File: config.mk
export PLATFORM = sky130hd
export DESIGN_NAME = mem_wb_stage
export DESIGN_NICKNAME = d
export VERILOG_FILES = /design/src/rtl/mem_wb_stage.sv
export SDC_FILE = /design/constraint.sdc
export NUM_CORES = 1
export LEC_CHECK = 0
export CAP_MARGIN = 15
export CORE_UTILIZATION = 41
export CTS_BUF_LIST = sky130_fd_sc_hd__clkbuf_16
export CTS_CLUSTER_SIZE = 8
export DETAILED_ROUTE_END_ITERATION = 6
export PLACE_DENSITY = 0.8
export SYNTH_ARGS = -nofsm -noshare
export SYNTH_HDL_FRONTEND = slang
export SYNTH_SLANG_ARGS = --single-unit
File: constraint.sdc
create_clock -name clk_i -period 2.3 [get_ports clk_i]
set_input_delay 0.46 -clock clk_i [delete_from_list [all_inputs] [get_ports clk_i]]
set_output_delay 0.46 -clock clk_i [all_outputs]
set_load 0.01 [all_outputs]
File: src/rtl/mem_wb_stage.sv
// MEM/WB pipeline register: captures the MEM-stage result, selects write-back data,
// drives the register-file bypass and keeps saturating hold/bubble statistics.
module mem_wb_stage #(
  parameter int unsigned DATA_W       = 16,
  parameter int unsigned REG_ADDR_W   = 3,
  parameter int unsigned STALL_W      = 6,
  parameter int unsigned UP_BIT       = 1,
  parameter int unsigned DN_BIT       = 0,
  parameter int unsigned R0_HARDWIRED = 1,
  parameter int unsigned CNT_W        = 16
) (
  input  logic                  clk_i,
  input  logic                  rst_i,
  input  logic [STALL_W-1:0]    stall_i,
  input  logic                  flush_i,
  input  logic                  mem_valid_i,
  input  logic [DATA_W-1:0]     mem_memData_i,
  input  logic [DATA_W-1:0]     mem_aluResult_i,
  input  logic [REG_ADDR_W-1:0] mem_reg3_i,
  input  logic                  mem_resultOrMem_i,
  input  logic                  mem_regWrite_i,
  input  logic                  stat_clr_i,
  output logic [DATA_W-1:0]     wb_memData_o,
  output logic [DATA_W-1:0]     wb_aluResult_o,
  output logic [REG_ADDR_W-1:0] wb_reg3_o,
  output logic                  wb_resultOrMem_o,
  output logic                  wb_regWrite_o,
  output logic                  wb_valid_o,
  output logic [DATA_W-1:0]     wb_writeData_o,
  output logic                  fwd_en_o,
  output logic [REG_ADDR_W-1:0] fwd_reg_o,
  output logic [DATA_W-1:0]     fwd_data_o,
  output logic [CNT_W-1:0]      stat_stall_o,
  output logic [CNT_W-1:0]      stat_bubble_o
);

  typedef enum logic [1:0] {
    ACT_CAPTURE,
    ACT_HOLD,
    ACT_BUBBLE
  } act_e;

  act_e act;
  logic up;
  logic dn;
  logic r0_block;

  assign up       = stall_i[UP_BIT];
  assign dn       = stall_i[DN_BIT];
  assign r0_block = (R0_HARDWIRED == 1) && (mem_reg3_i == '0);

  // Flush outranks hold, so a flush during a full stall is counted as a bubble only.
  always_comb begin
    act = ACT_CAPTURE;
    if (flush_i)      act = ACT_BUBBLE;
    else if (up && dn) act = ACT_HOLD;
    else if (up)       act = ACT_BUBBLE;
  end

  always_ff @(posedge clk_i) begin
    if (rst_i) begin
      wb_memData_o     <= '0;
      wb_aluResult_o   <= '0;
      wb_reg3_o        <= '0;
      wb_resultOrMem_o <= 1'b0;
      wb_regWrite_o    <= 1'b0;
      wb_valid_o       <= 1'b0;
    end else begin
      case (act)
        ACT_HOLD: ;
        ACT_BUBBLE: begin
          wb_memData_o     <= '0;
          wb_aluResult_o   <= '0;
          wb_reg3_o        <= '0;
          wb_resultOrMem_o <= 1'b0;
          wb_regWrite_o    <= 1'b0;
          wb_valid_o       <= 1'b0;
        end
        default: begin
          wb_memData_o     <= mem_memData_i;
          wb_aluResult_o   <= mem_aluResult_i;
          wb_reg3_o        <= mem_reg3_i;
          wb_resultOrMem_o <= mem_resultOrMem_i;
          wb_regWrite_o    <= mem_regWrite_i && mem_valid_i && !r0_block;
          wb_valid_o       <= mem_valid_i;
        end
      endcase
    end
  end

  always_ff @(posedge clk_i) begin
    if (rst_i || stat_clr_i) begin
      stat_stall_o  <= '0;
      stat_bubble_o <= '0;
    end else begin
      if (act == ACT_HOLD && stat_stall_o != '1)
        stat_stall_o <= stat_stall_o + CNT_W'(1);
      if (act == ACT_BUBBLE && stat_bubble_o != '1)
        stat_bubble_o <= stat_bubble_o + CNT_W'(1);
    end
  end

  assign wb_writeData_o = wb_resultOrMem_o ? wb_memData_o : wb_aluResult_o;
  assign fwd_en_o       = wb_regWrite_o && wb_valid_o;
  assign fwd_reg_o      = wb_reg3_o;
  assign fwd_data_o     = wb_writeData_o;

endmodule

After elaboration in Yosys (flattened, before gate mapping):

Cells that the tools add are included.
Widths: inputs -> output; s select.

* flip-flop bits (word level): 70
* output and inout bits: 106
* word-level logic and storage cells: 33

* add/subtract/negate cells: 2
* eq/ne operators: 4
* multiplexer cells: 10
* reduce and logical (&&, ||, !) cells: 9

Operators by type and width (count)
* $pmux 16 s2: 2
* $add 16x1->16 const B: 2
* $ne 16x16->1 const B: 2
* $mux 16: 1
* $logic_and 1x1->1: 6
* $mux 2: 3
* $pmux 1 s2: 3
* $pmux 3 s2: 1
* $logic_not 3->1: 1
* $eq 2x1->1 const B: 1
* $eq 2x2->1 const B: 1
* $logic_not 1->1: 1
* $logic_or 1x1->1: 1

Depth between registers and ports, before layout:

* word-level depth: 5
* mapped depth: 6
* mapped depth without buffers: 6

Worst setup path before layout:

OpenSTA, ideal clock, no wires.

* path kind: register to output
* start point: register wb_resultOrMem_o
* end point: output port wb_writeData_o[10]
* arrival time: 1.566 ns
* slack: 0.274 ns
* stages on the path, launching flop included: 5
* path buffers: 3
* cells stage by stage: dfxtp_1 -> clkbuf_1 -> buf_1 -> mux2_2 -> buf_4

* word-level cells in the longest chain between the ends: 1

Ends and longest elaborated chain
* from (decl): line 26 `output logic wb_resultOrMem_o,`
* from (signal assigned): line 83 `wb_resultOrMem_o <= mem_resultOrMem_i;`
* $mux 16: line 103 `assign wb_writeData_o = wb_resultOrMem_o ? wb_memData_o : wb_aluResult_o;`
* to (decl): line 29 `output logic [DATA_W-1:0] wb_writeData_o,`

Every way passes these cells.

Worst setup path in the final report:

* start point: register wb_resultOrMem_o
* end point: output port fwd_data_o[11]

* word-level cells in the longest chain between the ends: 1

Ends and longest elaborated chain
* $mux 16: line 103
* to (decl): line 32 `output logic [DATA_W-1:0] fwd_data_o,`

Every way passes these cells.

==> reports/metrics.yaml <==
pwr:
  switching_share: 0.223
  finalPower_mw: 2.72
  p_switching_mw: 0.606
  power_frac_comb: 0.112
  power.density_mw_per_mm2: 542
  clkPwrFrac: 0.427
  p_int_mw: 2.11
  peakVddDrop_mv: 0.580
  leakage_nw: 1.79
  seqPwrFrac: 0.462
layout:
  drive_gt1_frac: 0.114
  final-instance-count-excl-fill: 597
  antenna_cells: 0
  nets: 545
  utilization: 0.674
  syn_to_final_growth_pct: 55.4
place:
  place_hpwl_um: 6640
  gp_congestion: 0.844
  port_buffers: 149
  dp_cells: 583
synth:
  synthDistinctLibCells: 43
  ys_seq_area_frac: 0.434
  syn_nets: 407
  netlist_instances: 357
  syn_area_mm2: 0.00323
  synth_edf_count: 0
  async_flop_share: 0
  yosys_warnings: 0
  ys_ff_latch: 70
  avgSynthCellArea_um2: 9.04
  synth_flop_cell: "dfxtp_1"
clocking:
  clock_latency_ps: 320
  h-tree-depth: 3
  cts_buffers: 9
  cts_sinks: 70
  holdBufCountCts: 0
  cts_resized: 0
  clk_pin_slew_ps: 50
  post_cts_buffers: 0
  cts.path.max_buffers: 2
  ctsRootBufferMaster: "clkbuf_16"
  cts_tree: "done"
global_route:
  grt_max_degree: 39
  antenna_found_initial: 0
  gr-total-overflow: 0
  grt_pass1_vias: 3103
  track_usage: 0.230
  grt_first_pass_wirelength_um: 15400
critical_path:
  startpoint_type: "register"
  critical_path_class: "register to output port"
  critical_path_required_ps: 1840
  r2r_setup_slack_ps: 490
  cp-end-kind: "output port"
  worstPathArrival_ps: 1730
  crit_fanout: 18
timing:
  maxSlewViolCount: 0
  period_minus_slack_ps: 2190
  fin_tns_setup_ps: 0
  hold_slack_ps: 504
  tightest_slew_ps: 399
  slew_headroom: 0.734
  grt_setup_unrepaired: "no"
  max_freq_ghz: 0.457
  skew_ps: 5.34
  final_hold_viol_count: 0
  setup_viol: 0
  finalCritPeriodShare: 0.952
floorplan:
  coreArea_mm2: 0.00745
  initial_core_util: 0.433
  num_rows: 31
  die_y_um: 90.7
  dieArea_mm2: 0.00823
  num_io_pins: 154
  die_w_um: 90.7
routing:
  routedWlPerCell_um: 15.5
  vias: 3160
  drc: 0
  postRouteAntennaNets: 0
  vias_per_cell: 5.29
  dr.pass1.iters: 4
  drt-total-wl_um: 9230
  dr.first_iter.drc_count: 97
run_status:
  outcome: "completed"
flow_run:
  drv_cap: 0
min_path:
  worstHoldPathType: "register to register"
## cells in the mapped netlist, drive strengths merged (4+ instances only)
cell,instances,area share
a22oi,38,0.088
nor2,69,0.080
nand2,20,0.023
a21oi,7,0.012
nor3,6,0.0093
xnor2,17,0.046
dfxtp,70,0.43
a211oi,7,0.019
nand3,11,0.019
and2,6,0.012
o21ai,5,0.0078
xor2,4,0.011
nand4,8,0.016
clkbuf,15,0.017
buf,24,0.051
mux2,16,0.056
## final timing paths
| kind | to | cells past startpoint | from |
|---|---|---|---|
| max | fwd_data_o[11] | 3 | wb_resultOrMem_o |
| min | stat_stall_o[15] | 1 | stat_stall_o[15] |
| max reg2reg | stat_stall_o[13] | 5 | stat_stall_o[2] |
| min reg2reg | stat_stall_o[15] | 1 | stat_stall_o[15] |
## registers in the layout, indices dropped and copies added, names as in the netlist
| register | count |
|---|---|
| wb_regWrite_o | 1 |
| wb_memData_o | 16 |
| wb_valid_o | 1 |
| stat_bubble_o | 16 |
| wb_aluResult_o | 16 |
| fwd_reg_o | 3 |
| stat_stall_o | 16 |
| wb_resultOrMem_o | 1 |
## worst max-delay path: stages, from the launching register on
cell	delay, ps
dfxtp_1	320
buf_6	200
mux2_2	380
clkdlybuf4s50_1	500
## layout make-up
class	instances	area [um2]
inverter	2	7.51
timing repair buffer	166	1640
fill	622	2430
tap	99	124
sequential	70	1400
clock buffer	9	225
multi-input combinational	246	1600
clock inverter	5	20.0
## per-stage QoR
stage	worst slack [ps]	instance area, um2
3_5_place_dp	5.08	4770
6_report	110	5020
5_1_grt	52.9	5020
3_3_place_gp	43.0	4770
2_1_floorplan	274	3230
4_1_cts	40.4	5010
## power groups by stage
stage	logic (mW)	clock network (mW)	registers [mW]
2_1_floorplan	0.111	0	1.29
3_3_place_gp	0.299	0	1.28
3_5_place_dp	0.302	0	1.28
4_1_cts	0.305	1.19	1.25
5_1_grt	0.325	1.25	1.26
6_report	0.303	1.16	1.25
## metal layers
layer  share of wire  track usage
met5               0            0
met4           0.012       0.0685
met3           0.097        0.102
met2            0.48        0.379
met1            0.41        0.268
## cells in the final DEF (no fill, tap or decap), types with 9 or more instances in the layout
cell type	Yosys	routed
nand2_1	20	20
xnor2_1	17	17
dfxtp_1	70	70
a22oi_1	38	38
clkdlybuf4s50_1	0	149
nand3_1	10	10
nor2_1	69	67
mux2_2	16	16
buf_4	19	15
clkbuf_16	0	9
## cell families (layout without fill, tap and decap cells)
logic type                 count (synthesis)  count (layout)  share of synthesized area
adders and majority gates                  2               2                    0.00775
xor gates and xnor gates                  21              21                     0.0570
DFF                                       70              70                      0.434
and+or+nand+nor                          135             135                      0.204
AOI/OAI and AO/OA                         70              70                      0.165
buffers and inverters                     41             182                     0.0705
muxes                                     18              18                     0.0620
Power figures use the tool's default switching activity.
